## config.mk

```make
export PLATFORM = sky130hd
export DESIGN_NAME = free_list
export DESIGN_NICKNAME = d
export VERILOG_FILES = /design/src/rtl/free_list.sv
export SDC_FILE = /design/constraint.sdc
export NUM_CORES = 2
export LEC_CHECK = 0
export ABC_AREA = 1
export CAP_MARGIN = 20
export CORE_MARGIN = 1
export CORE_UTILIZATION = 50
export CTS_CLUSTER_DIAMETER = 30
export DETAILED_ROUTE_END_ITERATION = 10
export DONT_BUFFER_PORTS = 1
export GPL_ROUTABILITY_DRIVEN = 0
export MAX_ROUTING_LAYER = met4
export SETUP_SLACK_MARGIN = 0.02
export SKIP_CTS_REPAIR_TIMING = 1
export SLEW_MARGIN = 20
export SYNTH_ARGS = -nofsm -noshare
export SYNTH_HDL_FRONTEND = slang
export SYNTH_SLANG_ARGS = --single-unit
```

## constraint.sdc

```tcl
create_clock -name clk -period 7.1 [get_ports clk]
set_input_delay 2.13 -clock clk [delete_from_list [all_inputs] [get_ports clk]]
set_output_delay 2.13 -clock clk [all_outputs]
set_load 0.01 [all_outputs]
```

## src/rtl/free_list.sv

```systemverilog
// Physical-register free list for the rename stage: a circular buffer of free PRF
// numbers with an allocation head, a retire head (committed point) and a tail.
module free_list #(
    parameter int PHYS_REGS      = 128,
    parameter int ARCH_REGS      = 64,
    parameter int DISPATCH_WIDTH = 2,
    parameter int COMMIT_WIDTH   = 2,
    localparam int PW            = $clog2(PHYS_REGS)
) (
    input  logic                                clk,
    input  logic                                reset,
    input  logic [DISPATCH_WIDTH-1:0]           alloc_req_i,
    output logic [DISPATCH_WIDTH-1:0]           alloc_gnt_o,
    output logic [DISPATCH_WIDTH-1:0][PW-1:0]   alloc_prf_o,
    output logic [PW:0]                         free_count_o,
    input  logic [COMMIT_WIDTH-1:0]             commit_valid_i,
    input  logic [COMMIT_WIDTH-1:0]             commit_rd_wen_i,
    input  logic [COMMIT_WIDTH-1:0][PW-1:0]     commit_old_prf_i,
    input  logic                                flush_i
);

    localparam logic [PW:0] FREE_INIT = (PW+1)'(PHYS_REGS - ARCH_REGS);

    logic [PW-1:0] entry_q [PHYS_REGS];
    logic [PW-1:0] entry_d [PHYS_REGS];
    logic [PW:0]   head_q, head_d;
    logic [PW:0]   rhead_q, rhead_d;
    logic [PW:0]   tail_q, tail_d;
    logic [PW:0]   free_count_q, free_count_d;

    logic [PW:0]   req_cnt;
    logic [PW:0]   gnt_cnt;
    logic [PW:0]   rel_cnt;
    logic [PW:0]   rd_ptr;
    logic [PW:0]   wr_ptr;
    logic [PW:0]   inflight_d;

    assign free_count_o = free_count_q;

    // Request/grant: a lane's grant is a same-cycle, no-backpressure acknowledgment;
    // dispatch consumes alloc_prf_o[i] in the cycle alloc_gnt_o[i] is high, and grants
    // always form an in-order prefix of the requesting lanes.
    always_comb begin
        alloc_gnt_o = '0;
        alloc_prf_o = '0;
        req_cnt     = '0;
        gnt_cnt     = '0;
        rd_ptr      = '0;
        for (int i = 0; i < DISPATCH_WIDTH; i++) begin
            if (alloc_req_i[i]) begin
                req_cnt = req_cnt + 1'b1;
                if (!flush_i && reset && (req_cnt <= free_count_q)) begin
                    rd_ptr         = head_q + gnt_cnt;
                    alloc_gnt_o[i] = 1'b1;
                    alloc_prf_o[i] = entry_q[rd_ptr[PW-1:0]];
                    gnt_cnt        = gnt_cnt + 1'b1;
                end
            end
        end
    end

    // Releases pack into consecutive tail slots in lane order; lanes without rd_wen skip.
    always_comb begin
        entry_d = entry_q;
        rel_cnt = '0;
        wr_ptr  = '0;
        for (int c = 0; c < COMMIT_WIDTH; c++) begin
            if (commit_valid_i[c] && commit_rd_wen_i[c]) begin
                wr_ptr                  = tail_q + rel_cnt;
                entry_d[wr_ptr[PW-1:0]] = commit_old_prf_i[c];
                rel_cnt                 = rel_cnt + 1'b1;
            end
        end
        tail_d       = tail_q + rel_cnt;
        rhead_d      = rhead_q + rel_cnt;
        // A flush rewinds allocation to the committed point, including this cycle's commits.
        head_d       = flush_i ? rhead_d : (head_q + gnt_cnt);
        free_count_d = tail_d - head_d;
        inflight_d   = head_d - rhead_d;
    end

    always_ff @(posedge clk or negedge reset) begin
        if (!reset) begin
            for (int i = 0; i < PHYS_REGS; i++) begin
                entry_q[i] <= (i < PHYS_REGS - ARCH_REGS) ? PW'(ARCH_REGS + i) : '0;
            end
            head_q       <= '0;
            rhead_q      <= '0;
            tail_q       <= FREE_INIT;
            free_count_q <= FREE_INIT;
        end else begin
            entry_q      <= entry_d;
            head_q       <= head_d;
            rhead_q      <= rhead_d;
            tail_q       <= tail_d;
            free_count_q <= free_count_d;
        end
    end

    a_free_count_bound: assert property (@(posedge clk) disable iff (!reset)
        free_count_d <= FREE_INIT);
    a_rhead_not_past_head: assert property (@(posedge clk) disable iff (!reset)
        inflight_d <= FREE_INIT);

endmodule

```

==> results.tsv <==
stage	metric	value	unit
logic_synthesis	netlist_area	0.0619	sq mm
power	power	39.2	mW
worst_setup_path	cp_common_cell	nand3_1	
worst_setup_path	crit_type	in -> out	
outcome	outcome	complete, but fails checks	
logic_synthesis	synth_top_cell_by_area	dfrtp_1	
timing	hold_ws	0.503	ns
worst_setup_path	crit_buf_inv	5	
cts	clock_tree.root_cell	clkbuf_16	
worst_setup_path	slowest_stage	ha_4	
logic_synthesis	synthDominantCellAreaShare	0.271	
logic_synthesis	ys_ff_latch	928	
detailed_routing	wl_per_cell	26.5	um
layout	syn_to_final_growth	20.4	%
worst_setup_path	worst-path-stages	18	
timing	setup_viol	0	
cts	cts_made_buffers	279	
timing	finalWorstPathRequiredPeriod	7.10	ns
logic_synthesis	yosysSeqAreaShare	0.380	
min_path	min_from	rhead_q[6]	
detailed_routing	drt_wl_total	299	mm
logic_synthesis	synth.area.top_cells	dfrtp_1 (27%), nand2_1 (20%), o21ai_0 (13%), dfstp_2 (11%), nand3_1 (9.3%)	
min_path	holdPathStages	1	
logic_synthesis	async_flop_share	1.00	
detailed_routing	drt_pass1_iterations	7	
timing	rsz0062_at_grt	no	
logic_synthesis	synth_ff_type	dfrtp_1	
cts	worstSkewPairLatency	0.90	ns
worst_setup_path	cp_data_arrival_time	4.97	ns
layout	fin_nets	9481	
logic_synthesis	synthCells	9640	
grt	grt_pass1_wl	428	mm
timing	post-route-period-util	1.00	
logic_synthesis	synth.top_cells.by_count	nand2_1 (3313), o21ai_0 (1662), nand3_1 (1155)	
worst_setup_path	r2r_cells	22	
min_path	hold_path_end	rhead_q[6]	
placement	dp_slack	-0.511	ns
grt	grt_max_degree	930	
worst_setup_path	cpLargestDelayFamily	simple AND/OR/NAND/NOR gates	
worst_setup_path	rr_startpoint	free_count_o[2]	
placement	dp_hpwl	179	mm
layout	fin_util	0.609	
floorplan	dieWidth	354	um
cts	clk_path_buf_depth	4	
worst_setup_path	endpoint_kind	primary output	
cts	h-tree-depth	5	
timing	fin_skew	0.0400	ns
layout	drive_gt1_frac	0.120	
timing	relSlewSlack	0.119	
detailed_routing	drt-initial-drc-count	10500	
power	power_leakage	33.7	nW
layout	stdcell_area	0.0745	sq mm
layout	fin_cells	11300	
detailed_routing	detail-route-antenna-nets	0	
power	ir_worst_vdd	0.351	mV
outcome	violations	design-rule violations	
grt	overflow	0	
floorplan	die-area	0.125	sq mm
detailed_routing	vias	71300	
worst_setup_path	reg2reg_slack	2.31	ns
timing	tns	0	ns
detailed_routing	viasPerCell	6.33	
worst_setup_path	worstPathCellList	buf_16 -> buf_16 -> nand2_4 -> nor2_4 -> ha_4 -> ha_4 -> clkinv_8 -> buf_12 -> nand3_1 -> nand3_1 -> nand3_1 -> nand3_1 -> nand3_1 -> nand2_1 -> nand2_1 -> nand2_2 -> nor2_4 -> buf_4	
timing	slew_violations	0	
cts	clk_pin_slew	0.04	ns
logic_synthesis	synth.most_common_cell	nand2_1	
placement	placed_area	0.0640	sq mm
floorplan	rows	128	
placement	io_buffers	0	
detailed_routing	post-route-drc-count	1	
grt	grt_pass1_vias	64100	
logic_synthesis	syn_avg_cell_area	6.42	sq um
logic_synthesis	yosysWarnings	0	
worst_setup_path	cpPeakStageDelay	0.34	ns
floorplan	fp.dieH	354	um
timing	finalWorstSetupSlack	0.00214	ns
worst_setup_path	reg2reg_to	free_count_o[6]	
power	power_density	526	mW/mm^2
floorplan	pin_count	47	
floorplan	core_area	0.122	sq mm
logic_synthesis	yosys.cell_types.count	35	
job	drv_cap	0	
min_path	min_path_type	reg -> reg	
logic_synthesis	syn-num-nets	9688	
grt	antenna_found_initial	10	
timing	max_freq	141	MHz
logic_synthesis	synth_edf_count	0	
timing	hold_viol_final	0	
worst_setup_path	cp_max_fo	72	
cts	cts_tree	built	
floorplan	initial_utilization	0.506	
worst_setup_path	cp_data_required_time	4.97	ns
timing	tightest_slew	1.32	ns
worst_setup_path	crit_path_start_kind	input pin	
cts	clock_sinks	928	
placement	dp_cells	10700	
grt	grtUsageTotal	0.471	
[metal layers]
metal | GRT usage | wire (um) | vias to the layer above
met4 | 0.340 | 24800 | 0
met2 | 0.653 | 123000 | 5231
met5 | - | 0 | -
met1 | 0.595 | 112000 | 33200
met3 | 0.119 | 39200 | 1309
li1 | - | - | 31600
[cell families after synthesis]
group           count (synthesis)  synth area share
compound gates               2392             0.203
xor+xnor                       28           0.00439
fa+ha+maj                      25           0.00554
buf+inv                      1264            0.0768
flops                         928             0.380
simple gates                 5003             0.330
[final cells by class]
type	instances	area, sq um
flip-flops and latches	928	23600
multi-input cells	7448	34100
inverters	452	1790
clock buffers	394	8190
fillers	11500	47800
repair inverters	1	8.76
well taps	1625	2030
repair buffers	323	3790
clock inverters	83	1040
diodes	19	47.5
[cell usage in the layout, fill, tap and decap left out, types with 26 or more instances in the layout]
cell       instances
o22ai_1           67
a21oi_1          184
dfrtp_1          667
a31oi_1           26
dfstp_2          258
buf_4            220
o21ai_0         1659
clkbuf_16        306
nor2_1           470
nand3_1         1122
o21ai_1          256
buf_12            60
inv_1            414
clkbuf_8          56
clkinv_2          42
nand2_1         3301
nand3_2           33
clkbuf_1          49
o211ai_1         195
[registers in the layout (all words and copies together), names as in the netlist]
| signal | cells |
|---|---|
| head_q | 8 |
| tail_q | 8 |
| free_count_o | 8 |
| rhead_q | 8 |
| entry_q | 896 |
[where the power goes]
| group | internal, mW | switching [mW] | total, mW |
|---|---|---|---|
| logic | 5.89 | 11.9 | 17.8 |
| clock network | 8.71 | 3.62 | 12.3 |
| registers | 7.26 | 1.76 | 9.02 |
[worst max-delay path by stage]
| stage | startpoint | to | slack, ns |
|---|---|---|---|
| 2_1_floorplan | flush_i | alloc_prf_o[12] | 0.09 |
| 3_3_place_gp | reset | alloc_prf_o[13] | -0.61 |
| 3_5_place_dp | reset | alloc_prf_o[13] | -0.51 |
| 4_1_cts | reset | alloc_prf_o[13] | -0.52 |
| 5_1_grt | reset | alloc_prf_o[11] | 0.05 |
| 6_report | reset | alloc_prf_o[8] | 0.002 |
Note: power is estimated with default switching activity, not from simulation.
